<file path="config.mk">
export PLATFORM = sky130hd
export DESIGN_NAME = tcp_hdr_parser_flat
export DESIGN_NICKNAME = d
export VERILOG_FILES = /design/src/rtl/toe_pkg.sv /design/src/rtl/tcp_hdr_parser_if.sv /design/src/rtl/tcp_hdr_parser.sv /design/src/flat_wrapper.sv
export SDC_FILE = /design/constraint.sdc
export NUM_CORES = 1
export LEC_CHECK = 0
export CAP_MARGIN = 25
export CORE_MARGIN = 3
export CORE_UTILIZATION = 50
export DETAILED_ROUTE_END_ITERATION = 10
export GPL_TIMING_DRIVEN = 0
export PLACE_DENSITY = 0.76
export SLEW_MARGIN = 20
export SYNTH_ARGS = -nofsm -noshare
export SYNTH_HDL_FRONTEND = slang
export SYNTH_SLANG_ARGS = --single-unit
</file>
<file path="constraint.sdc">
create_clock -name hp_clk -period 4.4 [get_ports hp_clk]
set_clock_uncertainty 0.15 [all_clocks]
set_input_delay 0.66 -clock hp_clk [delete_from_list [all_inputs] [get_ports hp_clk]]
set_output_delay 0.66 -clock hp_clk [all_outputs]
set_load 0.01 [all_outputs]
</file>
<file path="src/rtl/toe_pkg.sv">
// rtl/toe_pkg.sv - shared constants, tuple struct and parser state type for the TCP offload engine
package toe_pkg;

  localparam logic [15:0] ETHERTYPE_IPV4 = 16'h0800;
  localparam logic [7:0]  IP_VER_IHL     = 8'h45;
  localparam logic [7:0]  PROTO_TCP      = 8'h06;

  // Frame byte offsets; *_LO marks the last (least significant) byte of a field
  localparam logic [7:0] OFF_MAC_DST     = 8'd3;
  localparam logic [7:0] OFF_MAC_DST_LO  = 8'd5;
  localparam logic [7:0] OFF_MAC_SRC     = 8'd9;
  localparam logic [7:0] OFF_MAC_SRC_LO  = 8'd11;
  localparam logic [7:0] OFF_ETYPE_HI    = 8'd12;
  localparam logic [7:0] OFF_ETYPE_LO    = 8'd13;
  localparam logic [7:0] OFF_VER_IHL     = 8'd14;
  localparam logic [7:0] OFF_PROTO       = 8'd23;
  localparam logic [7:0] OFF_IP_SRC      = 8'd26;
  localparam logic [7:0] OFF_IP_SRC_LO   = 8'd29;
  localparam logic [7:0] OFF_IP_DST      = 8'd30;
  localparam logic [7:0] OFF_IP_DST_LO   = 8'd33;
  localparam logic [7:0] OFF_PORT_SRC    = 8'd34;
  localparam logic [7:0] OFF_PORT_SRC_LO = 8'd35;
  localparam logic [7:0] OFF_PORT_DST    = 8'd36;
  localparam logic [7:0] OFF_PORT_DST_LO = 8'd37;

  localparam logic [1:0] RQ_IDLE = 2'b00;
  localparam logic [1:0] RQ_OPEN = 2'b01;

  typedef struct packed {
    logic [23:0] mac_src;
    logic [23:0] mac_dst;
    logic [31:0] ip_src;
    logic [31:0] ip_dst;
    logic [15:0] port_src;
    logic [15:0] port_dst;
  } conn_tuple_t;

  typedef enum logic [2:0] {
    HP_IDLE,
    HP_HDR,
    HP_SKIP,
    HP_SETUP,
    HP_REQ,
    HP_RESP
  } hp_state_t;

  // True when a byte offset lies inside a multi-byte field
  function automatic logic in_field(logic [7:0] off, logic [7:0] lo, logic [7:0] hi);
    return (off >= lo) && (off <= hi);
  endfunction

endpackage

</file>
<file path="src/rtl/tcp_hdr_parser_if.sv">
// rtl/tcp_hdr_parser_if.sv - byte stream, searcher request/response and result signals of the header parser
interface tcp_hdr_parser_if;
  logic [7:0]  hp_in_data;
  logic        hp_in_valid;
  logic        hp_in_sof;
  logic        hp_in_eof;
  logic        hp_in_ready;
  logic [1:0]  hp_rq;
  logic [23:0] hp_mac_src;
  logic [23:0] hp_mac_dst;
  logic [31:0] hp_ip_src;
  logic [31:0] hp_ip_dst;
  logic [15:0] hp_port_src;
  logic [15:0] hp_port_dst;
  logic        hp_rs_done;
  logic [7:0]  hp_rs_error;
  logic [7:0]  hp_rs_id;
  logic        hp_lk_valid;
  logic [7:0]  hp_lk_id;
  logic [7:0]  hp_lk_err;
  logic [15:0] hp_drop_cnt;

  // Parser side
  modport slave (
    input  hp_in_data, hp_in_valid, hp_in_sof, hp_in_eof,
    input  hp_rs_done, hp_rs_error, hp_rs_id,
    output hp_in_ready, hp_rq,
    output hp_mac_src, hp_mac_dst, hp_ip_src, hp_ip_dst, hp_port_src, hp_port_dst,
    output hp_lk_valid, hp_lk_id, hp_lk_err, hp_drop_cnt
  );

  // MAC source / searcher / downstream side
  modport master (
    output hp_in_data, hp_in_valid, hp_in_sof, hp_in_eof,
    output hp_rs_done, hp_rs_error, hp_rs_id,
    input  hp_in_ready, hp_rq,
    input  hp_mac_src, hp_mac_dst, hp_ip_src, hp_ip_dst, hp_port_src, hp_port_dst,
    input  hp_lk_valid, hp_lk_id, hp_lk_err, hp_drop_cnt
  );
endinterface

</file>
<file path="src/rtl/tcp_hdr_parser.sv">
// rtl/tcp_hdr_parser.sv - Ethernet/IPv4/TCP header parser driving the connection-table searcher
module tcp_hdr_parser #(
  parameter int SETUP_CYC   = 2,
  parameter int TIMEOUT_CYC = 255
) (
  input  logic           hp_clk,
  input  logic           hp_rst_n,
  tcp_hdr_parser_if.slave hp
);
  import toe_pkg::*;

  localparam logic [7:0] SETUP_LAST   = 8'(SETUP_CYC - 1);
  localparam logic [7:0] TIMEOUT_LAST = 8'(TIMEOUT_CYC - 1);

  hp_state_t   state_q, state_d;
  logic [7:0]  off_q, off_d;
  logic [7:0]  cnt_q, cnt_d;
  logic        bad_q, bad_d;
  logic [7:0]  et_hi_q, et_hi_d;
  conn_tuple_t tup_q, tup_d;
  logic [7:0]  lk_id_q, lk_id_d;
  logic [7:0]  lk_err_q, lk_err_d;
  logic        lk_valid_q, lk_valid_d;
  logic        ready_q, ready_d;
  logic [1:0]  rq_q, rq_d;
  logic [15:0] drop_q, drop_d;
  logic [1:0]  drop_inc;
  logic [16:0] drop_sum;
  logic        acc;
  logic        mismatch;

  // Next-state, field capture, filtering and searcher handshake
  always_comb begin
    state_d  = state_q;
    off_d    = off_q;
    cnt_d    = cnt_q;
    bad_d    = bad_q;
    et_hi_d  = et_hi_q;
    tup_d    = tup_q;
    lk_id_d  = lk_id_q;
    lk_err_d = lk_err_q;
    drop_inc = 2'd0;
    acc      = hp.hp_in_valid && ready_q;
    mismatch = ((off_q == OFF_ETYPE_LO) && ({et_hi_q, hp.hp_in_data} != ETHERTYPE_IPV4)) ||
               ((off_q == OFF_VER_IHL)  && (hp.hp_in_data != IP_VER_IHL)) ||
               ((off_q == OFF_PROTO)    && (hp.hp_in_data != PROTO_TCP));

    unique case (state_q)
      HP_IDLE: begin
        if (acc && hp.hp_in_sof) begin
          off_d = 8'd1;
          bad_d = 1'b0;
          if (hp.hp_in_eof) drop_inc = 2'd1;
          else              state_d  = HP_HDR;
        end
      end
      HP_HDR, HP_SKIP: begin
        if (acc && hp.hp_in_sof) begin
          // A new frame preempts the current one, which is lost
          off_d    = 8'd1;
          bad_d    = 1'b0;
          drop_inc = 2'd1;
          state_d  = HP_HDR;
          if (hp.hp_in_eof) begin
            drop_inc = 2'd2;
            state_d  = HP_IDLE;
          end
        end else if (acc && state_q == HP_SKIP) begin
          if (hp.hp_in_eof) begin
            if (bad_q) begin
              drop_inc = 2'd1;
              state_d  = HP_IDLE;
            end else begin
              cnt_d   = 8'd0;
              state_d = HP_SETUP;
            end
          end
        end else if (acc) begin
          off_d = off_q + 8'd1;
          if (off_q == OFF_ETYPE_HI) et_hi_d = hp.hp_in_data;
          if (in_field(off_q, OFF_MAC_DST, OFF_MAC_DST_LO))
            tup_d.mac_dst = {tup_q.mac_dst[15:0], hp.hp_in_data};
          if (in_field(off_q, OFF_MAC_SRC, OFF_MAC_SRC_LO))
            tup_d.mac_src = {tup_q.mac_src[15:0], hp.hp_in_data};
          if (in_field(off_q, OFF_IP_SRC, OFF_IP_SRC_LO))
            tup_d.ip_src = {tup_q.ip_src[23:0], hp.hp_in_data};
          if (in_field(off_q, OFF_IP_DST, OFF_IP_DST_LO))
            tup_d.ip_dst = {tup_q.ip_dst[23:0], hp.hp_in_data};
          if (in_field(off_q, OFF_PORT_SRC, OFF_PORT_SRC_LO))
            tup_d.port_src = {tup_q.port_src[7:0], hp.hp_in_data};
          if (in_field(off_q, OFF_PORT_DST, OFF_PORT_DST_LO))
            tup_d.port_dst = {tup_q.port_dst[7:0], hp.hp_in_data};

          if (mismatch) begin
            bad_d = 1'b1;
            if (hp.hp_in_eof) begin
              drop_inc = 2'd1;
              state_d  = HP_IDLE;
            end else begin
              state_d  = HP_SKIP;
            end
          end else if (off_q == OFF_PORT_DST_LO) begin
            cnt_d   = 8'd0;
            state_d = hp.hp_in_eof ? HP_SETUP : HP_SKIP;
          end else if (hp.hp_in_eof) begin
            drop_inc = 2'd1;
            state_d  = HP_IDLE;
          end
        end
      end
      HP_SETUP: begin
        // Only quiet cycles (searcher not signalling done) count toward setup
        if (hp.hp_rs_done) begin
          cnt_d = 8'd0;
        end else if (cnt_q == SETUP_LAST) begin
          cnt_d   = 8'd0;
          state_d = HP_REQ;
        end else begin
          cnt_d = cnt_q + 8'd1;
        end
      end
      HP_REQ: begin
        if (hp.hp_rs_done) begin
          lk_id_d  = hp.hp_rs_id;
          lk_err_d = hp.hp_rs_error;
          state_d  = HP_RESP;
        end else if (cnt_q == TIMEOUT_LAST) begin
          lk_id_d  = 8'h00;
          lk_err_d = 8'hFF;
          state_d  = HP_RESP;
        end else begin
          cnt_d = cnt_q + 8'd1;
        end
      end
      HP_RESP: state_d = HP_IDLE;
      default: state_d = HP_IDLE;
    endcase

    drop_sum   = {1'b0, drop_q} + {15'd0, drop_inc};
    drop_d     = drop_sum[16] ? 16'hFFFF : drop_sum[15:0];
    ready_d    = (state_d == HP_IDLE) || (state_d == HP_HDR) || (state_d == HP_SKIP);
    rq_d       = (state_d == HP_REQ) ? RQ_OPEN : RQ_IDLE;
    lk_valid_d = (state_d == HP_RESP);
  end

  // State and output registers
  always_ff @(posedge hp_clk or negedge hp_rst_n) begin
    if (!hp_rst_n) begin
      state_q    <= HP_IDLE;
      off_q      <= 8'd0;
      cnt_q      <= 8'd0;
      bad_q      <= 1'b0;
      et_hi_q    <= 8'd0;
      tup_q      <= '0;
      lk_id_q    <= 8'd0;
      lk_err_q   <= 8'd0;
      lk_valid_q <= 1'b0;
      ready_q    <= 1'b1;
      rq_q       <= RQ_IDLE;
      drop_q     <= 16'd0;
    end else begin
      state_q    <= state_d;
      off_q      <= off_d;
      cnt_q      <= cnt_d;
      bad_q      <= bad_d;
      et_hi_q    <= et_hi_d;
      tup_q      <= tup_d;
      lk_id_q    <= lk_id_d;
      lk_err_q   <= lk_err_d;
      lk_valid_q <= lk_valid_d;
      ready_q    <= ready_d;
      rq_q       <= rq_d;
      drop_q     <= drop_d;
    end
  end

  assign hp.hp_in_ready = ready_q;
  assign hp.hp_rq       = rq_q;
  assign hp.hp_mac_src  = tup_q.mac_src;
  assign hp.hp_mac_dst  = tup_q.mac_dst;
  assign hp.hp_ip_src   = tup_q.ip_src;
  assign hp.hp_ip_dst   = tup_q.ip_dst;
  assign hp.hp_port_src = tup_q.port_src;
  assign hp.hp_port_dst = tup_q.port_dst;
  assign hp.hp_lk_valid = lk_valid_q;
  assign hp.hp_lk_id    = lk_id_q;
  assign hp.hp_lk_err   = lk_err_q;
  assign hp.hp_drop_cnt = drop_q;

endmodule

</file>
<file path="src/flat_wrapper.sv">
// flat-port wrapper written by rule: the top's interface ports become plain ports
module tcp_hdr_parser_flat import toe_pkg::*;
#(
  parameter int SETUP_CYC   = 2,
  parameter int TIMEOUT_CYC = 255
)
  (hp_clk, hp_rst_n, hp_hp_in_data, hp_hp_in_valid, hp_hp_in_sof, hp_hp_in_eof, hp_hp_rs_done, hp_hp_rs_error, hp_hp_rs_id, hp_hp_in_ready, hp_hp_rq, hp_hp_mac_src, hp_hp_mac_dst, hp_hp_ip_src, hp_hp_ip_dst, hp_hp_port_src, hp_hp_port_dst, hp_hp_lk_valid, hp_hp_lk_id, hp_hp_lk_err, hp_hp_drop_cnt);
  tcp_hdr_parser_if hp_i ();
  input  logic hp_clk;
  input  logic hp_rst_n;
  input wire logic [$bits(hp_i.hp_in_data)-1:0] hp_hp_in_data;
  input wire logic [$bits(hp_i.hp_in_valid)-1:0] hp_hp_in_valid;
  input wire logic [$bits(hp_i.hp_in_sof)-1:0] hp_hp_in_sof;
  input wire logic [$bits(hp_i.hp_in_eof)-1:0] hp_hp_in_eof;
  input wire logic [$bits(hp_i.hp_rs_done)-1:0] hp_hp_rs_done;
  input wire logic [$bits(hp_i.hp_rs_error)-1:0] hp_hp_rs_error;
  input wire logic [$bits(hp_i.hp_rs_id)-1:0] hp_hp_rs_id;
  output wire logic [$bits(hp_i.hp_in_ready)-1:0] hp_hp_in_ready;
  output wire logic [$bits(hp_i.hp_rq)-1:0] hp_hp_rq;
  output wire logic [$bits(hp_i.hp_mac_src)-1:0] hp_hp_mac_src;
  output wire logic [$bits(hp_i.hp_mac_dst)-1:0] hp_hp_mac_dst;
  output wire logic [$bits(hp_i.hp_ip_src)-1:0] hp_hp_ip_src;
  output wire logic [$bits(hp_i.hp_ip_dst)-1:0] hp_hp_ip_dst;
  output wire logic [$bits(hp_i.hp_port_src)-1:0] hp_hp_port_src;
  output wire logic [$bits(hp_i.hp_port_dst)-1:0] hp_hp_port_dst;
  output wire logic [$bits(hp_i.hp_lk_valid)-1:0] hp_hp_lk_valid;
  output wire logic [$bits(hp_i.hp_lk_id)-1:0] hp_hp_lk_id;
  output wire logic [$bits(hp_i.hp_lk_err)-1:0] hp_hp_lk_err;
  output wire logic [$bits(hp_i.hp_drop_cnt)-1:0] hp_hp_drop_cnt;
  assign hp_i.hp_in_data = hp_hp_in_data;
  assign hp_i.hp_in_valid = hp_hp_in_valid;
  assign hp_i.hp_in_sof = hp_hp_in_sof;
  assign hp_i.hp_in_eof = hp_hp_in_eof;
  assign hp_i.hp_rs_done = hp_hp_rs_done;
  assign hp_i.hp_rs_error = hp_hp_rs_error;
  assign hp_i.hp_rs_id = hp_hp_rs_id;
  assign hp_hp_in_ready = hp_i.hp_in_ready;
  assign hp_hp_rq = hp_i.hp_rq;
  assign hp_hp_mac_src = hp_i.hp_mac_src;
  assign hp_hp_mac_dst = hp_i.hp_mac_dst;
  assign hp_hp_ip_src = hp_i.hp_ip_src;
  assign hp_hp_ip_dst = hp_i.hp_ip_dst;
  assign hp_hp_port_src = hp_i.hp_port_src;
  assign hp_hp_port_dst = hp_i.hp_port_dst;
  assign hp_hp_lk_valid = hp_i.hp_lk_valid;
  assign hp_hp_lk_id = hp_i.hp_lk_id;
  assign hp_hp_lk_err = hp_i.hp_lk_err;
  assign hp_hp_drop_cnt = hp_i.hp_drop_cnt;
  tcp_hdr_parser #(.SETUP_CYC(SETUP_CYC), .TIMEOUT_CYC(TIMEOUT_CYC)) u_core (.hp_clk(hp_clk), .hp_rst_n(hp_rst_n), .hp(hp_i));
endmodule
</file>
## Word level (Yosys, flattened, before mapping)

Cells that the tools add are included.

- Bits in registers: 208
- Output and inout bits: 180
- Word-level logic and storage cells: 155

- $add $sub $neg: 3
- Bitwise logic cells: 2
- Magnitude comparators: 12
- Reductions and logical operators: 33
- Muxes and demuxes: 58
- Equal/unequal tests: 30

Operator list:

| kind | number |
|---|---|
| two-way mux 8 bit | 19 |
| AND reduction 5 bit | 8 |
| two-way mux 3 bit | 13 |
| == test 8 x 4 -> 1 bit (second input constant) | 3 |
| less-or-equal comparator 8 x 6 -> 1 bit (second input constant) | 3 |
| case mux 8 bit (3 select lines) | 1 |
| two-way mux 2 bit | 9 |
| adder 16 x 2 -> 17 bit | 1 |
| adder 8 x 1 -> 8 bit (second input constant) | 2 |
| >= comparator 8 x 5 -> 1 bit (second input constant) | 2 |
| >= comparator 8 x 6 -> 1 bit (second input constant) | 2 |
| two-way mux 16 bit | 1 |
| inequality test 16 x 12 -> 1 bit (second input constant) | 1 |
| case mux 8 bit (2 select lines) | 1 |
| logical AND 1 bit | 12 |
| inequality test 3 x 1 -> 1 bit (second input constant) | 4 |
| case mux 3 bit (4 select lines) | 1 |
| two-way mux 1 bit | 11 |
| == test 3 x 2 -> 1 bit (second input constant) | 3 |
| == test 3 bit (second input constant) | 3 |
| inequality test 3 bit (second input constant) | 3 |
| AND reduction 9 bit | 1 |
| == test 8 x 1 -> 1 bit (second input constant) | 1 |
| == test 8 x 5 -> 1 bit (second input constant) | 1 |
| 23 further kinds | 32 |

## Logic depth before layout (Yosys ltp)

Gate-level depths: netlist of run 1.

- Depth in word-level cells: 12
- Gate-level depth with buffers: 16
- Gate-level depth less buffers: 16

## Worst setup path before layout of run 1

OpenSTA, ideal clock, no wires.

- Path type: register to register
- Start: reg u_core.off_q[1]
- End: reg u_core.drop_q[13], in the netlist u_core.hp.hp_drop_cnt[13]
- Data arrival time: 3.169 ns
- Stages on the path, launching flop included: 17
- Data required time: 4.120 ns
- Setup slack: 0.951 ns
- Path buffers: 1
- Path through: dfrtp_1 -> inv_1 -> ha_1 -> or3b_2 -> o311ai_0 -> o21ai_0 -> a32oi_1 -> nor2_1 -> ha_1 -> inv_1 -> fa_1 -> and3b_1 -> nand3_1 -> nor3_1 -> nand3_1 -> clkbuf_1 -> nand2_1

- Word-level cells in the longest chain between the ends: 11
- Elaborated cells between the ends (all ways): 17

Ends and longest elaborated chain:

| what | RTL line | source |
|---|---|---|
| from (decl) | tcp_hdr_parser.sv:16 | `logic [7:0] off_q, off_d;` |
| from (signal assigned) | tcp_hdr_parser.sv:150 | `off_q <= 8'd0;` |
| from (signal assigned) | tcp_hdr_parser.sv:163 | `off_q <= off_d;` |
| == test 8 x 4 -> 1 bit (on tied branches) | tcp_hdr_parser.sv:44, tcp_hdr_parser.sv:45 |  |
| logical AND 1 bit (on tied branches) | tcp_hdr_parser.sv:44, tcp_hdr_parser.sv:45 |  |
| logical OR 1 bit | tcp_hdr_parser.sv:44 | `mismatch = ((off_q == OFF_ETYPE_LO) && ({et_hi_q, hp.hp_in_data} != ETHERTYPE_IPV4)) \|\|` |
| logical OR 1 bit | tcp_hdr_parser.sv:45 | `((off_q == OFF_VER_IHL) && (hp.hp_in_data != IP_VER_IHL)) \|\|` |
| two-way mux 2 bit (*) | tcp_hdr_parser.sv:94 | `if (mismatch) begin` |
| two-way mux 2 bit (*) | tcp_hdr_parser.sv:78 | `end else if (acc) begin` |
| two-way mux 2 bit (*) | tcp_hdr_parser.sv:68 | `end else if (acc && state_q == HP_SKIP) begin` |
| two-way mux 2 bit (*) | tcp_hdr_parser.sv:58 | `if (acc && hp.hp_in_sof) begin` |
| case mux 2 bit (2 select lines) (*) | tcp_hdr_parser.sv:48 | `unique case (state_q)` |
| adder 16 x 2 -> 17 bit (*) | tcp_hdr_parser.sv:139 | `drop_sum = {1'b0, drop_q} + {15'd0, drop_inc};` |
| two-way mux 16 bit (*) | tcp_hdr_parser.sv:140 | `drop_d = drop_sum[16] ? 16'hFFFF : drop_sum[15:0];` |
| via u_core.drop_d[13] | tcp_hdr_parser.sv:26 | `logic [15:0] drop_q, drop_d;` |
| to (signal assigned) | tcp_hdr_parser.sv:173 | `drop_q <= drop_d;` |
| to (decl) | tcp_hdr_parser.sv:26 |  |

The timed path passes the listed nets; every way through them passes the cells marked *.
A chain may end at the register's enable or synchronous reset.

## Worst setup path after layout of run 1

- Start: reg u_core.off_q[1]
- End: reg u_core.drop_q[1], in the netlist u_core.hp.hp_drop_cnt[1]

The elaborated chain is that of the path after synthesis.

==> flow_summary_export.csv, run 1 <==
group,metric,value,unit
worst_setup_path,worst_setup_path_startpoint,"u_core.off_q[1]",
logic_synthesis,yosysSeqAreaShare,58.87,%
worst_setup_path,crit_path_end_kind,"flip-flop",
timing,post-route-worst-setup-slack,0.3277,ns
timing,rsz0062_at_grt,"no",
timing,clock.fmax,245.6,MHz
cells_and_area,num-nets-final,922,
timing,timing.final.crit_share,92.55,%
route,vias,6176,
place,hpwl,14.92,mm
worst_setup_path,start_kind,"flip-flop",
floorplan,dieHeight,138.7,µm
logic_synthesis,synth_area_per_cell,13.50,µm²
worst_setup_path,highest_net_fanout_along_the_worst_path,10,
worst_setup_path,crit_slowest_cell,"sky130_fd_sc_hd__dfrtp_1",
place,numPlacedInstances,1077,
status,run_status,"complete, no violations",
logic_synthesis,mappedNetlistNets,693,
global_routing,vias_in_the_first_global_route,6476,
place,place_area,11150,µm²
floorplan,initial_util,52.15,%
global_routing,gr-total-overflow,0,
min_path,worst_hold_path_type,"in -> async",
cells_and_area,antennaDiodeCount,0,
floorplan,io_pins,210,
place,pre_cts_slack,0.05649,ns
cells_and_area,layout-drive-gt1-share,23.77,%
worst_setup_path,worst-endpoint-arrival,4.30,ns
logic_synthesis,most_frequent_cell_after_synthesis,"sky130_fd_sc_hd__dfrtp_1",
logic_synthesis,netlist.area_leader.share,58.57,%
timing,report.final.slew_viol_count,0,
logic_synthesis,postSynth.topFlopCell,"sky130_fd_sc_hd__dfrtp_1",
worst_setup_path,critical_path.max_stage_delay,0.48,ns
global_routing,initial_antenna_violation_count,0,
cts,cts.sinks,207,
floorplan,row_count,47,
cts,worstSkewPairLatency,0.49,ns
floorplan,die_x,138.7,µm
logic_synthesis,synth-warning-count,0,
logic_synthesis,mapped_area,8801,µm²
power,worst_ir_drop_vdd,0.0003313,V
global_routing,grt.total_usage,21.79,%
cts,h-tree-depth,1,
logic_synthesis,synthDistinctLibCells,68,
worst_setup_path,rr_worst_depth,16,
cts,clock_path_buffers,3,
floorplan,floorplan.die_area,19230,µm²
logic_synthesis,synth_edf_count,0,
worst_setup_path,cp_cell_sequence,"inv_1, ha_1, or3b_2, o311ai_1, o21ai_0, a32oi_1, nor2_1, ha_1, inv_1, fa_1, and3b_1, nand3_1, nor3_2, nand3_1, clkbuf_2, nand2_1",
route,tritonroute_pass_1_iters,5,
place,place_congestion,0.8716,
logic_synthesis,synth_largest_area_cell,"sky130_fd_sc_hd__dfrtp_1",
logic_synthesis,synth.cells.most_frequent,"sky130_fd_sc_hd__dfrtp_1, sky130_fd_sc_hd__mux2_2, sky130_fd_sc_hd__nand2_1, sky130_fd_sc_hd__o21ai_0, sky130_fd_sc_hd__nor2_1",
cts,clk_root_buffer_cell,"sky130_fd_sc_hd__clkbuf_16",
timing,timing.final.hold_violations,0,
logic_synthesis,netlist_instances,652,
logic_synthesis,synth-async-reset-ratio,100.0,%
cells_and_area,final_design_area_no_fill,11880,µm²
route,drtAntennaViolNets,0,
timing,timing.max_slew.rel_slack,43.67,%
power,power.leakage,5.573,nW
cells_and_area,synthesis_to_layout_area_growth,35.00,%
power,power_density,454.5,nW/µm²
place,port-buffer-count,204,
worst_setup_path,worst-r2r-setup-slack,0.33,ns
worst_setup_path,worstPathBufferInverterCount,3,
route,route.detailed.vias_per_inst,5.534,
cells_and_area,final_cell_count_no_fill,1116,
logic_synthesis,ys_ff_latch,207,
global_routing,pin_count_of_the_biggest_net_entering_global_routing,108,
route,wire_per_inst,18.79,µm
cts,cts-buffers-inserted,22,
timing,final_period_minus_worst_setup_slack,4.072,ns
route,detailedRoute.firstIterationViolations,452,
worst_setup_path,critical_path_class,"reg -> reg",
route,post-route-drc-count,0,
worst_setup_path,r2r_start,"u_core.off_q[1]",
global_routing,grt_first_pass_wirelength,34.78,mm
worst_setup_path,timing.rr.end,"u_core.hp.hp_drop_cnt[1]",
job,max_cap_viol_count,0,
cts,cts_tree,"done",
worst_setup_path,cp_top_family,"simple AND/OR/NAND/NOR gates",
floorplan,core_area,16880,µm²
route,drt-total-wl,20.97,mm
timing,finalSetupViolCount,0,
worst_setup_path,cp.required,4.62,ns
logic_synthesis,yosys-top-cells-area,"sky130_fd_sc_hd__dfrtp_1, sky130_fd_sc_hd__mux2_2, sky130_fd_sc_hd__mux2_4",
timing,max_slew.worst_pin.slew,0.8340,ns
cts,clock_edge_transition_at_the_registers_on_the_reported_setup_and_hold_paths,0.06,ns
how the worst max path moves through the flow:
| stage | cells after the start | endpoint | slack [ns] |
|---|---|---|---|
| 3_3_place_gp | 1 | u_core.hp.hp_mac_src[15] | -5.58 |
| 2_1_floorplan | 16 | u_core.hp.hp_drop_cnt[13] | 0.95 |
| 6_report | 16 | u_core.hp.hp_drop_cnt[1] | 0.33 |
| 4_1_cts | 16 | u_core.hp.hp_drop_cnt[8] | 0.13 |
| 3_5_place_dp | 15 | u_core.hp.hp_drop_cnt[1] | 0.06 |
| 5_1_grt | 16 | u_core.hp.hp_drop_cnt[6] | 0.03 |
layer usage:
metal / track usage, % / wire [µm] / share of wire (%)
met1: 28.45 / 8709 / 42
met2: 37.62 / 10550 / 50
met3: 4.931 / 1305 / 6.2
met4: 4.840 / 407 / 1.9
met5: 0 / 0 / 0
registers in the layout, indices dropped and copies added (netlist names):
signal	cells
u_core.hp.hp_mac_dst	24
u_core.bad_q	1
u_core.hp.hp_lk_valid	1
u_core.et_hi_q	8
u_core.hp.hp_port_dst	16
u_core.off_q	8
u_core.hp.hp_ip_src	32
u_core.hp.hp_lk_err	8
u_core.hp.hp_ip_dst	32
u_core.hp.hp_lk_id	8
u_core.hp.hp_rq	1
u_core.hp.hp_port_src	16
u_core.hp.hp_mac_src	24
u_core.hp.hp_in_ready	1
u_core.state_q	3
u_core.hp.hp_drop_cnt	16
u_core.cnt_q	8
layout make-up:
type	count	area, µm²
Buffer	32	157.7
Clock buffer	32	659.4
Clock inverter	7	65.06
Fill cell	1136	4996
Inverter	10	37.54
Multi-Input combinational cell	403	3431
Sequential cell	207	5181
Tap cell	220	275.3
Timing Repair Buffer	205	2074
repair_timing:
item                       4_1_cts  5_1_grt
hold buffers                     0        0
setup endpoints to repair        0       11
gates resized for setup          0        4
buffers inserted                 0        0
cell families (layout without fill, tap and decap cells):
logic type / after synthesis / count (layout) / share of synthesized area [%]
DFF: 207 / 207 / 58.87
muxes: 157 / 157 / 20.90
AOI/OAI and AO/OA: 81 / 81 / 6.313
adders and majority gates: 11 / 11 / 1.649
buffers and inverters: 42 / 286 / 2.203
xor gates and xnor gates: 10 / 10 / 0.9951
and+or+nand+nor: 143 / 143 / 9.028
other: 1 / 1 / 0.04261
through the flow:
step           total power [mW]  util [%]  hold slack, ns  setup TNS [ns]
5_1_grt                   5.672     70.40         0.08608               0
4_1_cts                   5.456     70.36         0.06834               0
3_3_place_gp              3.560     65.88          0.3311        -1148.66
3_5_place_dp              3.617     66.07          0.3373               0
6_report                  5.400     70.40         0.02776               0
2_1_floorplan             2.948         -          0.2144               0
power breakdown:
| group | total, mW | internal (mW) | leakage [nW] | switching [mW] |
|---|---|---|---|---|
| sequential | 2.33 | 2.13 | 2.86 | 0.197 |
| combinational | 1.26 | 0.692 | 2.36 | 0.566 |
| clock | 1.81 | 1.10 | 0.354 | 0.715 |
layout by cell type (no fill, tap or decap), types with 4 or more instances in the layout:
cell	count
sky130_fd_sc_hd__or3_1	4
sky130_fd_sc_hd__nor3b_1	4
sky130_fd_sc_hd__buf_1	4
sky130_fd_sc_hd__nand2_1	43
sky130_fd_sc_hd__clkbuf_8	5
sky130_fd_sc_hd__clkbuf_1	21
sky130_fd_sc_hd__nor2_1	21
sky130_fd_sc_hd__clkinv_2	4
sky130_fd_sc_hd__o211ai_1	4
sky130_fd_sc_hd__buf_2	5
sky130_fd_sc_hd__clkdlybuf4s50_1	203
sky130_fd_sc_hd__a22o_1	8
sky130_fd_sc_hd__a21oi_1	8
sky130_fd_sc_hd__xor2_1	5
sky130_fd_sc_hd__and3_1	8
sky130_fd_sc_hd__o21ai_0	26
sky130_fd_sc_hd__o22a_1	8
sky130_fd_sc_hd__xnor2_1	5
sky130_fd_sc_hd__dfrtp_1	206
sky130_fd_sc_hd__mux2_2	132
sky130_fd_sc_hd__nand3_1	13
sky130_fd_sc_hd__mux2_4	20
sky130_fd_sc_hd__or4_1	5
sky130_fd_sc_hd__inv_1	9
sky130_fd_sc_hd__clkbuf_16	23
sky130_fd_sc_hd__nor2b_1	9
sky130_fd_sc_hd__nand4_1	4
sky130_fd_sc_hd__o31ai_1	5
sky130_fd_sc_hd__nand2b_1	7
sky130_fd_sc_hd__ha_1	10
Note: power is estimated with default switching activity, not from simulation.
==> inputs of run 2 (changes only) <==
CORE_MARGIN = default   (was 3)
==> flow_summary_export.csv, run 2 (synthesis gave the netlist of run 1 again) <==
group,metric,value,unit
route,detailedRoute.firstIterationViolations,303,
timing,finalSetupViolCount,0,
cts,cts.sinks,207,
min_path,worst_hold_path_type,"reg -> reg",
min_path,timing.hold.worst_endpoint,"u_core.et_hi_q[6]",
power,comb_power_share,23.0,%
timing,report.final.slew_viol_count,0,
place,place_congestion,0.8084,
timing,rsz0062_at_grt,"no",
job,max_cap_viol_count,0,
power,worst_ir_drop_vdd,0.0003553,V
floorplan,io_pins,210,
worst_setup_path,worst-endpoint-arrival,4.22,ns
worst_setup_path,cp.required,4.63,ns
global_routing,pin_count_of_the_biggest_net_entering_global_routing,94,
cts,setup_fix_buffers_added_after_clock_tree_synthesis,0,
global_routing,grt.total_usage,22.63,%
cells_and_area,synthesis_to_layout_area_growth,35.43,%
power,p_clk_share,34.0,%
cells_and_area,final_cell_mix,"sky130_fd_sc_hd__dfrtp_1, sky130_fd_sc_hd__clkdlybuf4s50_1, sky130_fd_sc_hd__mux2_2, sky130_fd_sc_hd__nand2_1, sky130_fd_sc_hd__o21ai_0",
cts,clock_path_buffers,3,
cts,clk_root_buffer_cell,"sky130_fd_sc_hd__clkbuf_16",
route,vias,6103,
status,run_status,"complete, no violations",
power,sw_frac_of_total,27.00,%
cts,cts_tree,"done",
worst_setup_path,worst_setup_path_startpoint,"u_core.off_q[1]",
power,pwr-share-seq,43.1,%
cells_and_area,final_util,69.15,%
worst_setup_path,crit_slowest_cell,"sky130_fd_sc_hd__or3b_2",
min_path,worst_hold_startpoint,"u_core.et_hi_q[6]",
route,wire_per_inst,17.98,µm
power,power_density,453.0,nW/µm²
cells_and_area,seq_area,5181,µm²
worst_setup_path,worst-r2r-setup-slack,0.41,ns
place,port-buffer-count,204,
power,net_switching_power_of_the_design,1.458,mW
worst_setup_path,r2r_start,"u_core.off_q[1]",
power,internal_power,3.941,mW
floorplan,die_x,134.7,µm
global_routing,gr-total-overflow,0,
worst_setup_path,critical_path_class,"reg -> reg",
global_routing,initial_antenna_violation_count,0,
route,post-route-drc-count,0,
worst_setup_path,highest_net_fanout_along_the_worst_path,10,
cells_and_area,antennaDiodeCount,0,
timing,clock.fmax,250.6,MHz
floorplan,floorplan.die_area,18140,µm²
floorplan,row_count,48,
route,drt-total-wl,20.15,mm
timing,timing.final.crit_share,90.70,%
cts,h-tree-depth,1,
worst_setup_path,cp_top_family,"simple AND/OR/NAND/NOR gates",
route,route.detailed.vias_per_inst,5.444,
timing,final_period_minus_worst_setup_slack,3.991,ns
cells_and_area,area_used_by_multi_input_combinational_logic,3426,µm²
cells_and_area,final_common_cell,"sky130_fd_sc_hd__dfrtp_1",
min_path,hold-path-cell-count,1,
route,tritonroute_pass_1_iters,4,
timing,final.hold.worst_slack,0.3476,ns
timing,max_slew.worst_pin.slew,0.7598,ns
floorplan,core_area,17240,µm²
global_routing,grt_first_pass_wirelength,32.76,mm
worst_setup_path,critical_path.max_stage_delay,0.48,ns
worst_setup_path,rr_worst_depth,16,
cts,cts-buffers-inserted,22,
power,power.leakage,5.596,nW
worst_setup_path,crit_path_end_kind,"flip-flop",
cts,clock_edge_transition_at_the_registers_on_the_reported_setup_and_hold_paths,0.06,ns
timing,setup_tns,0,ns
timing,timing.max_slew.rel_slack,48.68,%
cells_and_area,layout-drive-gt1-share,23.88,%
worst_setup_path,timing.rr.end,"u_core.hp.hp_drop_cnt[3]",
worst_setup_path,start_kind,"flip-flop",
route,drtAntennaViolNets,0,
cells_and_area,fillerInstances,1184,
place,hpwl,14.37,mm
floorplan,dieHeight,134.7,µm
global_routing,vias_in_the_first_global_route,6210,
worst_setup_path,worstPathBufferInverterCount,3,
floorplan,initial_util,51.06,%
timing,timing.final.hold_violations,0,
cts,worstSkewPairLatency,0.50,ns
cells_and_area,num-nets-final,924,
worst_setup_path,cp_cell_sequence,"inv_1, ha_1, or3b_2, o311ai_0, o21ai_0, a32oi_1, nor2_1, ha_1, inv_1, fa_1, and3b_1, nand3_1, nor3_1, nand3_1, clkbuf_2, nand2_1",
## run 2: power by group through the flow
| stage | logic [mW] | registers [mW] | clock network, mW |
|---|---|---|---|
| after floorplan | 0.532 | 2.42 | 0 |
| after global placement | 1.20 | 2.34 | 0 |
| after detailed placement | 1.24 | 2.36 | 0 |
| after CTS | 1.25 | 2.32 | 1.88 |
| after global routing | 1.34 | 2.36 | 1.95 |
| final | 1.24 | 2.32 | 1.83 |
## run 2: worst max path at each step
stage                                            to  slack, ns  cells after the start
after CTS                  u_core.hp.hp_drop_cnt[3]       0.26                     16
after global routing       u_core.hp.hp_drop_cnt[3]       0.07                     16
after detailed placement  u_core.hp.hp_drop_cnt[13]       0.08                     15
after floorplan           u_core.hp.hp_drop_cnt[13]       0.95                     16
after global placement     u_core.hp.hp_mac_src[14]      -5.60                      1
final                      u_core.hp.hp_drop_cnt[3]       0.41                     16
## run 2: repair_timing
action | CTS | global route
gates resized for setup | 0 | 2
endpoints found under the hold margin | 50 | 0
hold buffers | 1 | 0
setup endpoints to repair | 0 | 10
## run 2: per-stage QoR
stage	setup WS, ns	cells	power, mW	instance area, µm²
after floorplan	0.9510	652	2.948	8801
after global placement	-5.602	1081	3.544	11120
after detailed placement	0.08180	1083	3.591	11180
after CTS	0.2578	1121	5.455	11920
after global routing	0.06515	1121	5.655	11920
final	0.4090	1121	5.399	11920
## run 2: worst reg2reg max path: cells and delay by family (launching register included)
| family | cells | cell delay (ns) |
|---|---|---|
| flip-flops | 1 | 0.47 |
| AO/OA/AOI/OAI | 3 | 0.79 |
| buffers and inverters | 3 | 0.48 |
| adder cells (fa/ha/maj) | 3 | 0.67 |
| AND/OR/NAND/NOR | 7 | 1.32 |
## run 2: per-layer routing
layer  global-route usage (%)  wire length (µm)  vias to the layer above
li1                         -                 -                     2801
met1                    30.03              8506                     3079
met2                    37.80              9981                      193
met3                    4.617              1292                       30
met4                    6.367               369                        0
met5                        0                 0                        -
## run 2: final cells by class
cell class | count | area share, %
Inverter | 10 | 0.3149
Multi-Input combinational cell | 403 | 28.74
Clock buffer | 27 | 5.207
Clock inverter | 10 | 0.8608
Sequential cell | 207 | 43.47
Tap cell | 225 | 2.362
Timing Repair Buffer | 207 | 17.72
Buffer | 32 | 1.323
